`src/rtl/sb_rx_transaction_deframer.sv`:
```
// Sideband receive deframer: samples sbrx one bit per sb_clk, rebuilds
// UART-style symbols (start, 8 data LSB-first, stop), strips DLE/STX ..
// DLE/ETX framing and DLE stuffing, and emits payload bytes as a strobed
// stream with start/end/error markers.
//
// Output handshake: rx_valid is a one-cycle strobe with no back-pressure.
// rx_data/rx_sop/rx_eop/rx_err are meaningful only while rx_valid is high
// (and read as zero otherwise); rx_type is a level that holds the type of
// the most recent STX.
`timescale 1ns/1ps

module sb_rx_transaction_deframer #(
    parameter int unsigned MAX_LEN = 16,
    parameter logic [7:0]  DLE     = 8'hFE,
    parameter logic [7:0]  STX_CMD = 8'h05,
    parameter logic [7:0]  STX_RSP = 8'h04,
    parameter logic [7:0]  ETX     = 8'h40
) (
    input  logic       sb_clk,
    input  logic       rst,
    input  logic       enable,
    input  logic       sbrx,
    output logic [7:0] rx_data,
    output logic       rx_valid,
    output logic       rx_sop,
    output logic       rx_eop,
    output logic       rx_type,
    output logic       rx_err,
    output logic       frame_err
);

    localparam int CW = $clog2(MAX_LEN + 1);

    typedef enum logic [1:0] {
        S_IDLE  = 2'd0,
        S_DATA  = 2'd1,
        S_STOP  = 2'd2,
        S_BREAK = 2'd3
    } sym_state_t;

    typedef enum logic [1:0] {
        F_IDLE    = 2'd0,
        F_DLE     = 2'd1,
        F_PAY     = 2'd2,
        F_PAY_DLE = 2'd3
    } frm_state_t;

    // Symbol layer state
    sym_state_t sym_state_q, sym_state_d;
    logic [2:0] bit_idx_q, bit_idx_d;
    logic [7:0] shift_q, shift_d;

    // Frame layer state
    frm_state_t    frm_state_q, frm_state_d;
    logic          held_q, held_d;
    logic [7:0]    held_data_q, held_data_d;
    logic [CW-1:0] count_q, count_d;

    // Registered outputs
    logic [7:0] rx_data_q, rx_data_d;
    logic       rx_valid_q, rx_valid_d;
    logic       rx_sop_q, rx_sop_d;
    logic       rx_eop_q, rx_eop_d;
    logic       rx_type_q, rx_type_d;
    logic       rx_err_q, rx_err_d;
    logic       frame_err_q, frame_err_d;

    // Symbol-to-frame events (combinational, valid in the stop-bit cycle)
    logic       byte_done;
    logic       stop_err;
    logic [7:0] rx_byte;

    // Frame decode scratch
    logic       do_accept;
    logic       do_end;
    logic       do_abort;
    logic [7:0] accept_byte;

    assign rx_byte = shift_q;

    // Symbol FSM: next state, bit shifting and stop-bit events
    always_comb begin
        sym_state_d = sym_state_q;
        bit_idx_d   = bit_idx_q;
        shift_d     = shift_q;
        byte_done   = 1'b0;
        stop_err    = 1'b0;
        case (sym_state_q)
            S_IDLE: begin
                if (!sbrx) begin
                    sym_state_d = S_DATA;
                    bit_idx_d   = 3'd0;
                end
            end
            S_DATA: begin
                shift_d[bit_idx_q] = sbrx;
                if (bit_idx_q == 3'd7) begin
                    sym_state_d = S_STOP;
                end else begin
                    bit_idx_d = bit_idx_q + 3'd1;
                end
            end
            S_STOP: begin
                if (sbrx) begin
                    byte_done   = 1'b1;
                    sym_state_d = S_IDLE;
                end else begin
                    stop_err    = 1'b1;
                    sym_state_d = S_BREAK;
                end
            end
            S_BREAK: begin
                // Line held low past the stop bit: wait for it to go idle.
                if (sbrx) begin
                    sym_state_d = S_IDLE;
                end
            end
            default: begin
                sym_state_d = S_IDLE;
            end
        endcase
        // Disabled: the line is ignored and the symbol layer parks in idle.
        if (!enable) begin
            sym_state_d = S_IDLE;
            bit_idx_d   = 3'd0;
            byte_done   = 1'b0;
            stop_err    = 1'b0;
        end
    end

    // Frame FSM: framing/unstuffing, one-byte holdback and output strobes
    always_comb begin
        frm_state_d  = frm_state_q;
        held_d       = held_q;
        held_data_d  = held_data_q;
        count_d      = count_q;
        rx_type_d    = rx_type_q;
        rx_data_d    = 8'h00;
        rx_valid_d   = 1'b0;
        rx_sop_d     = 1'b0;
        rx_eop_d     = 1'b0;
        rx_err_d     = 1'b0;
        frame_err_d  = stop_err;
        do_accept    = 1'b0;
        do_end       = 1'b0;
        do_abort     = 1'b0;
        accept_byte  = rx_byte;

        if (stop_err) begin
            // A broken symbol kills any transaction in progress.
            if (frm_state_q != F_IDLE) begin
                do_abort = 1'b1;
            end
            frm_state_d = F_IDLE;
        end else if (byte_done) begin
            case (frm_state_q)
                F_IDLE: begin
                    if (rx_byte == DLE) begin
                        frm_state_d = F_DLE;
                    end
                end
                F_DLE: begin
                    if (rx_byte == STX_CMD || rx_byte == STX_RSP) begin
                        frm_state_d = F_PAY;
                        rx_type_d   = (rx_byte == STX_RSP);
                        count_d     = '0;
                        held_d      = 1'b0;
                    end else if (rx_byte != DLE) begin
                        frm_state_d = F_IDLE;
                    end
                end
                F_PAY: begin
                    if (rx_byte == DLE) begin
                        frm_state_d = F_PAY_DLE;
                    end else begin
                        do_accept = 1'b1;
                    end
                end
                F_PAY_DLE: begin
                    if (rx_byte == DLE) begin
                        // Stuffed DLE pair carries one literal DLE byte.
                        do_accept   = 1'b1;
                        accept_byte = DLE;
                        frm_state_d = F_PAY;
                    end else if (rx_byte == ETX) begin
                        do_end      = 1'b1;
                        frm_state_d = F_IDLE;
                    end else begin
                        do_abort    = 1'b1;
                        frm_state_d = F_IDLE;
                    end
                end
                default: begin
                    frm_state_d = F_IDLE;
                end
            endcase
        end

        // A byte is held back one slot so the last one can carry rx_eop.
        if (do_accept) begin
            if (count_q == CW'(MAX_LEN)) begin
                do_abort    = 1'b1;
                frm_state_d = F_IDLE;
            end else begin
                if (held_q) begin
                    rx_valid_d = 1'b1;
                    rx_data_d  = held_data_q;
                    rx_sop_d   = (count_q == CW'(1));
                end
                held_d      = 1'b1;
                held_data_d = accept_byte;
                count_d     = count_q + CW'(1);
            end
        end

        if (do_end) begin
            if (held_q) begin
                rx_valid_d = 1'b1;
                rx_data_d  = held_data_q;
                rx_sop_d   = (count_q == CW'(1));
                rx_eop_d   = 1'b1;
                held_d     = 1'b0;
                count_d    = '0;
            end else begin
                do_abort = 1'b1;
            end
        end

        // Abort overrides any held-byte emit and discards the held byte.
        if (do_abort) begin
            rx_valid_d = 1'b1;
            rx_data_d  = 8'h00;
            rx_sop_d   = 1'b0;
            rx_eop_d   = 1'b1;
            rx_err_d   = 1'b1;
            held_d     = 1'b0;
            count_d    = '0;
        end

        // Disabled: drop the transaction silently, no abort strobe.
        if (!enable) begin
            frm_state_d = F_IDLE;
            held_d      = 1'b0;
            count_d     = '0;
            rx_valid_d  = 1'b0;
            rx_data_d   = 8'h00;
            rx_sop_d    = 1'b0;
            rx_eop_d    = 1'b0;
            rx_err_d    = 1'b0;
            frame_err_d = 1'b0;
        end
    end

    // Symbol layer registers
    always_ff @(posedge sb_clk or posedge rst) begin
        if (rst) begin
            sym_state_q <= S_IDLE;
            bit_idx_q   <= 3'd0;
            shift_q     <= 8'h00;
        end else begin
            sym_state_q <= sym_state_d;
            bit_idx_q   <= bit_idx_d;
            shift_q     <= shift_d;
        end
    end

    // Frame layer and output registers
    always_ff @(posedge sb_clk or posedge rst) begin
        if (rst) begin
            frm_state_q <= F_IDLE;
            held_q      <= 1'b0;
            held_data_q <= 8'h00;
            count_q     <= '0;
            rx_data_q   <= 8'h00;
            rx_valid_q  <= 1'b0;
            rx_sop_q    <= 1'b0;
            rx_eop_q    <= 1'b0;
            rx_type_q   <= 1'b0;
            rx_err_q    <= 1'b0;
            frame_err_q <= 1'b0;
        end else begin
            frm_state_q <= frm_state_d;
            held_q      <= held_d;
            held_data_q <= held_data_d;
            count_q     <= count_d;
            rx_data_q   <= rx_data_d;
            rx_valid_q  <= rx_valid_d;
            rx_sop_q    <= rx_sop_d;
            rx_eop_q    <= rx_eop_d;
            rx_type_q   <= rx_type_d;
            rx_err_q    <= rx_err_d;
            frame_err_q <= frame_err_d;
        end
    end

    assign rx_data   = rx_data_q;
    assign rx_valid  = rx_valid_q;
    assign rx_sop    = rx_sop_q;
    assign rx_eop    = rx_eop_q;
    assign rx_type   = rx_type_q;
    assign rx_err    = rx_err_q;
    assign frame_err = frame_err_q;

endmodule

```
`config.mk`:
```
export PLATFORM = sky130hd
export DESIGN_NAME = sb_rx_transaction_deframer
export DESIGN_NICKNAME = d
export VERILOG_FILES = /design/src/rtl/sb_rx_transaction_deframer.sv
export SDC_FILE = /design/constraint.sdc
export NUM_CORES = 1
export LEC_CHECK = 0
export ABC_AREA = 0
export ABC_CLOCK_PERIOD_IN_PS = 2500
export BUFFER_PORTS_ARGS = -buffer_cell sky130_fd_sc_hd__buf_4
export CORE_MARGIN = 3
export CORE_UTILIZATION = 58
export CTS_CLUSTER_SIZE = 24
export DETAILED_ROUTE_END_ITERATION = 10
export GPL_TIMING_DRIVEN = 0
export PLACE_DENSITY = 0.78
export SLEW_MARGIN = 20
export SYNTH_ARGS = -nofsm -noshare
export SYNTH_HDL_FRONTEND = slang
export SYNTH_SLANG_ARGS = --single-unit
```
`constraint.sdc`:
```
create_clock -name sb_clk -period 2.5 [get_ports sb_clk]
set_input_delay 0.375 -clock sb_clk [delete_from_list [all_inputs] [get_ports sb_clk]]
set_output_delay 0.375 -clock sb_clk [all_outputs]
set_load 0.01 [all_outputs]
```
Word level (Yosys, flattened, before mapping)
Cells that the tools add are included.

Register bits after elaboration: 43. Output and inout bits: 14. Logic and storage cells: 149.

Add/sub/neg operators: 2. Order comparisons: 2. Equality and inequality tests: 19. Multiplexer cells: 101. Bitwise operators: 2. Reduce and logical (&&, ||, !) cells: 9.

Operators with widths (number): $mux 8 (11); $mux 1 (56); $mux 5 (10); $mux 2 (15); $eq 8x3->1 const B (2); $pmux 2 s4 (2); $ne 3x3->1 const B (4); $mux 3 (3); $bwmux 8 (1); $eq 2x2->1 const B (4); $eq 8x7->1 const B (1); $eq 8x8->1 const B (1); $ne 8x8->1 const B (1); $pmux 3 s2 (1); $reduce_and 3->1 (2); $add 5x1->5 const B (1); $eq 5x1->1 const B (1); $eq 5x5->1 const B (1); $eq 2x1->1 const B (2); $logic_not 2->1 (2); $lt 3x4->1 const B (1); $reduce_and 4->1 (1); $add 3x1->3 const B (1); $demux 1 s3 (1); 9 further kinds (10).

Logic depth before layout (Yosys ltp)
Word-level depth: 12. Mapped depth: 7.

Least setup slack after synthesis
OpenSTA, ideal clock, no wires.

Path kind: register to register. Start: reg shift_q[0], in the netlist rx_byte[0]. End: reg held_data_q[0]. Setup time: 0.128 ns. Arrival time: 1.889 ns. Path slack: 0.483 ns. Stages on the path, launching flop included: 7. Clock period less this slack: 2.017 ns. Path through: dfrtp_1 > nand2b_1 > nor3_2 > mux2_2 > buf_6 > nor2_4 > mux2_1.

Cells in the longest elaborated chain, start to end: 6. Elaborated cells between the ends (all ways): 11. Those cells by class: eq/ne: 1; mux: 9; reduce/logical: 1.

Ends and longest elaborated chain: start: declaration (line 51) `logic [7:0] shift_q, shift_d;`; start signal: assignment (line 263) `shift_q <= shift_d;`; $eq 8x8->1 (line 173, 180); $mux 1 (on tied branches) (line 180, 173); $pmux 1 s2 (line 156) `case (frm_state_q)`; $mux 1 (line 155) `end else if (byte_done) begin`; $mux 1 (line 149) `if (stop_err) begin`; $reduce_and 2->1 (no line); end signal: assignment (line 284) `held_data_q <= held_data_d;`; end: declaration (line 56) `logic [7:0] held_data_q, held_data_d;`.

Several ways; a longest one is shown, not always the timed one. A chain may end at the register's enable or synchronous reset.

Worst setup path in the final report
Start: reg shift_q[2], in the netlist rx_byte[2]. End: reg held_data_q[1].

Cells in the longest elaborated chain, start to end: 6. Elaborated cells between the ends (all ways): 11. Those cells by class: eq/ne: 1; mux: 9; reduce/logical: 1.

Ends and longest elaborated chain (line): $eq 8x8->1 (*) (173, 180); $mux 1 (on tied branches) (180, 173); $pmux 1 s2 (156); $mux 1 (155); $mux 1 (149); $reduce_and 2->1 (no line).

Every way passes the cells marked *; elsewhere a longest branch is shown, timed or not.

==> parameters.txt <==
Parameter                              Value

Outcome
  Run status ... completed

Clocking
  Reg clk slew, reported paths ... 0.12 ns
  CTS tree ... built
  Number of buffers inserted by post-CTS setup repair ... 0
  Clock buffer count from CTS ... 5
  Number of H-tree levels ... 2
  Master cell of the clock root buffer ... sky130_fd_sc_hd__clkbuf_4
  Clk sinks ... 43
  Clock tree buffer depth ... 2
  Clk Latency, worst-skew pair ... 0.36 ns

Floorplan
  Core area ... 3390 um2
  Floorplan die height ... 65.8 um
  Site Rows ... 21
  Die width ... 65.8 um
  I/O pin cnt ... 18
  Starting density of the core ... 61.1%
  Total die area ... 4320 um2

Drt
  DRC violation count after routing ... 0
  Final antenna-violating net count ... 0
  DR WL met3 ... 195 um
  Highest signal layer in the routed design ... met4
  Routed wirelength normalized by instance count ... 15.6 um
  First drt pass iteration count ... 4
  Via-to-Cell Ratio ... 5.98
  Total wirelength of the detailed-routed design ... 4040 um
  Met1 wire length ... 1700 um
  Met2 wire length ... 2080 um
  Count of vias placed by the detailed router ... 1,550
  Number of design-rule violations left by the first detailed-router iteration ... 108

Placed design
  Final estimated routing congestion in global placement ... 0.821
  Instance count after placement with tap cells included ... 250
  Setup slack at placement ... 0.147 ns
  Estimated wirelength of the detail-placed design ... 2930 um
  Placed Area ... 2280 um2
  Input/output buffers ... 17

Finish
  Non-filler instance count after layout ... 259
  Fillcell total ... 271
  Fin util ... 70.1%
  Final nets ... 221
  Area growth from synthesis to layout ... 14.7%
  Diode insertion count for antenna repair ... 0
  Share of final-layout standard cells stronger than drive strength 1 ... 20.2%
  Cell area after layout ... 2370 um2

GRT
  Number of global-route vias before repair ... 1,546
  First-pass GRT wire length ... 7080 um
  GRT Total Usage ... 21.6%
  Number of antenna violations at the first check in global routing ... 0
  Sum of overflow across all layers after global routing ... 0
  Maximum number of pins on one net before global-route repair ... 27

Power
  Worst ir drop on vdd ... 0.283 mV
  Final total power ... 1.26 mW
  Static leakage ... 1.05 nW
  Power per cell area ... 530 nW/um2

Worst setup path
  Worst path buffer plus inverter count ... 1
  Crit path launch type ... flip-flop
  Cell type of the slowest stage on the worst timing path ... sky130_fd_sc_hd__dfrtp_1
  Cells along the critical path ... nand4_1 > nor3_2 > mux2_2 > buf_6 > nor2_4 > mux2_1
  Crit path arrival time ... 2.60 ns
  Highest net fanout along the worst path ... 10
  Maximum single-stage delay on the critical path ... 0.48 ns
  Crit Path Class ... flip-flop to flip-flop
  Top delay family on crit path ... simple AND/OR/NAND/NOR gates
  Crit path required time ... 2.75 ns
  CP Capture Type ... flip-flop

Timing
  Clock Skews ... 0.00996 ns
  Total of endpoints with negative setup slack in the final report ... 0
  Final slew viol count ... 0
  Crit path setup slack, layout ... 0.147 ns
  Minimum period implied by the final worst setup slack ... 2.35 ns
  Worst-case headroom to the max-slew limit ... 55.5%
  Total Negative Setup Slacks ... 0 ns
  Pin slew with the least headroom to its limit ... 0.664 ns
  Fraction of the cycle the final worst path needs ... 94.1%
  Unrepaired setup endpoints after global routing ... no
  Final-report hold violation count ... 0
  Hold Slack ... 0.253 ns
  Top achievable clock speed ... 425 MHz

Logic synthesis
  Async set or reset register ratio after synthesis ... 100%
  Flip-flop and latch count after synthesis ... 43
  Gate count of the mapped netlist ... 186
  Number of warning messages in the yosys log ... 0
  Mean cell area of the mapped netlist ... 11.1 um2
  Post-synthesis cell area ... 2070 um2
  Number of enable-type register cells in the synthesized netlist ... 0
  Share of synthesized area occupied by flip-flops and latches ... 52.0%
  Total nets after synthesis ... 195
  Unique masters post-synth ... 42
  Commonest register cell after synthesis ... sky130_fd_sc_hd__dfrtp_1

Run
  Number of max-capacitance violations reported ... 0

Hold path
  HP Class ... primary input to flip-flop
timing repair:
action                                 CTS  global route
resized for setup                        0             0
hold buffers                             0             1
endpoints found under the hold margin    0             7
where the power goes:
group	leakage [nW]	internal, mW	switching, mW	total (mW)
sequential	0.585	0.714	0.0267	0.741
combinational	0.424	0.0352	0.0429	0.0781
clock	0.0452	0.210	0.230	0.441
total	1.05	0.960	0.300	1.26
path summary, 6_finish.rpt:
kind                                  endpoint  slack, ns           start  cells after the start
worst max-delay path            held_data_q[1]       0.15      rx_byte[2]                      6
worst min-delay path                 frame_err       0.25            sbrx                      2
worst max register to register  held_data_q[1]       0.15      rx_byte[2]                      6
worst min register to register  held_data_q[5]       0.50  held_data_q[5]                      1
max in group asynchronous            frame_err       1.48             rst                      4
min in group asynchronous           rx_data[0]       0.55             rst                      3
synth_stat cells, types with 2 or more instances:
master | count | share of area, %
sky130_fd_sc_hd__a21oi_1 | 9 | 2.2
sky130_fd_sc_hd__and3_1 | 2 | 0.60
sky130_fd_sc_hd__and4_1 | 2 | 0.85
sky130_fd_sc_hd__clkbuf_1 | 4 | 0.72
sky130_fd_sc_hd__dfrtp_1 | 43 | 52
sky130_fd_sc_hd__ha_1 | 5 | 3.0
sky130_fd_sc_hd__inv_1 | 7 | 1.3
sky130_fd_sc_hd__mux2_1 | 8 | 4.4
sky130_fd_sc_hd__mux2_2 | 10 | 5.4
sky130_fd_sc_hd__mux2i_1 | 2 | 0.97
sky130_fd_sc_hd__nand2_1 | 14 | 2.5
sky130_fd_sc_hd__nand2b_1 | 3 | 0.91
sky130_fd_sc_hd__nand3_1 | 7 | 1.7
sky130_fd_sc_hd__nand3b_1 | 2 | 0.72
sky130_fd_sc_hd__nand4_1 | 5 | 1.5
sky130_fd_sc_hd__nor2_1 | 8 | 1.5
sky130_fd_sc_hd__nor3b_1 | 12 | 4.4
sky130_fd_sc_hd__nor4_1 | 3 | 0.91
sky130_fd_sc_hd__o211ai_1 | 5 | 1.8
sky130_fd_sc_hd__o21ai_0 | 11 | 2.7
sky130_fd_sc_hd__or3_1 | 2 | 0.60
sky130_fd_sc_hd__or4_1 | 2 | 0.72
sequential cells by signal (all words and copies together), names as in the netlist:
signal       flops
rx_byte          8
rx_valid         1
rx_err           1
bit_idx_q        3
frame_err        1
held_q           1
held_data_q      8
rx_data          8
rx_sop           1
count_q          5
sym_state_q      2
rx_eop           1
frm_state_q      2
rx_type          1
layout by cell type, fill, tap and decap left out, types with 3 or more instances in the layout:
master                     count
sky130_fd_sc_hd__inv_1         6
sky130_fd_sc_hd__dfrtp_1      43
sky130_fd_sc_hd__nor3b_1      12
sky130_fd_sc_hd__nand3_1       7
sky130_fd_sc_hd__a21oi_1       9
sky130_fd_sc_hd__mux2_2       10
sky130_fd_sc_hd__o211ai_1      5
sky130_fd_sc_hd__nand2_1      14
sky130_fd_sc_hd__ha_1          5
sky130_fd_sc_hd__clkbuf_1      4
sky130_fd_sc_hd__clkbuf_4      5
sky130_fd_sc_hd__buf_4        17
sky130_fd_sc_hd__mux2_1        8
sky130_fd_sc_hd__nor4_1        3
sky130_fd_sc_hd__nor2_1        8
sky130_fd_sc_hd__nand4_1       5
sky130_fd_sc_hd__o21ai_0      11
sky130_fd_sc_hd__nand2b_1      3
cell type report:
class	count	area [um2]	share of cell area, %
Timing Repair Buffer	19	165	6.95
Sequential cell	43	1080	45.3
Tap cell	46	57.6	2.42
Buffer	5	26.3	1.11
Multi-Input combinational cell	131	942	39.7
Inverter	7	26.3	1.11
Clock inverter	3	43.8	1.84
Clock buffer	5	37.5	1.58
logic make-up after synthesis:
logic type,count (synthesis),synth area share [%]
buf+inv,12,2.54
flops,43,52.0
fa+ha+maj,5,3.02
simple gates,73,22.0
mux,20,10.8
compound gates,33,9.73
metal layers:
metal / vias up / track usage, %
li1: 743 / -
met1: 765 / 26.7
met2: 37 / 37.3
met3: 5 / 5.30
met4: 0 / 6.48
met5: - / 0
(Power assumes the default switching activity.)
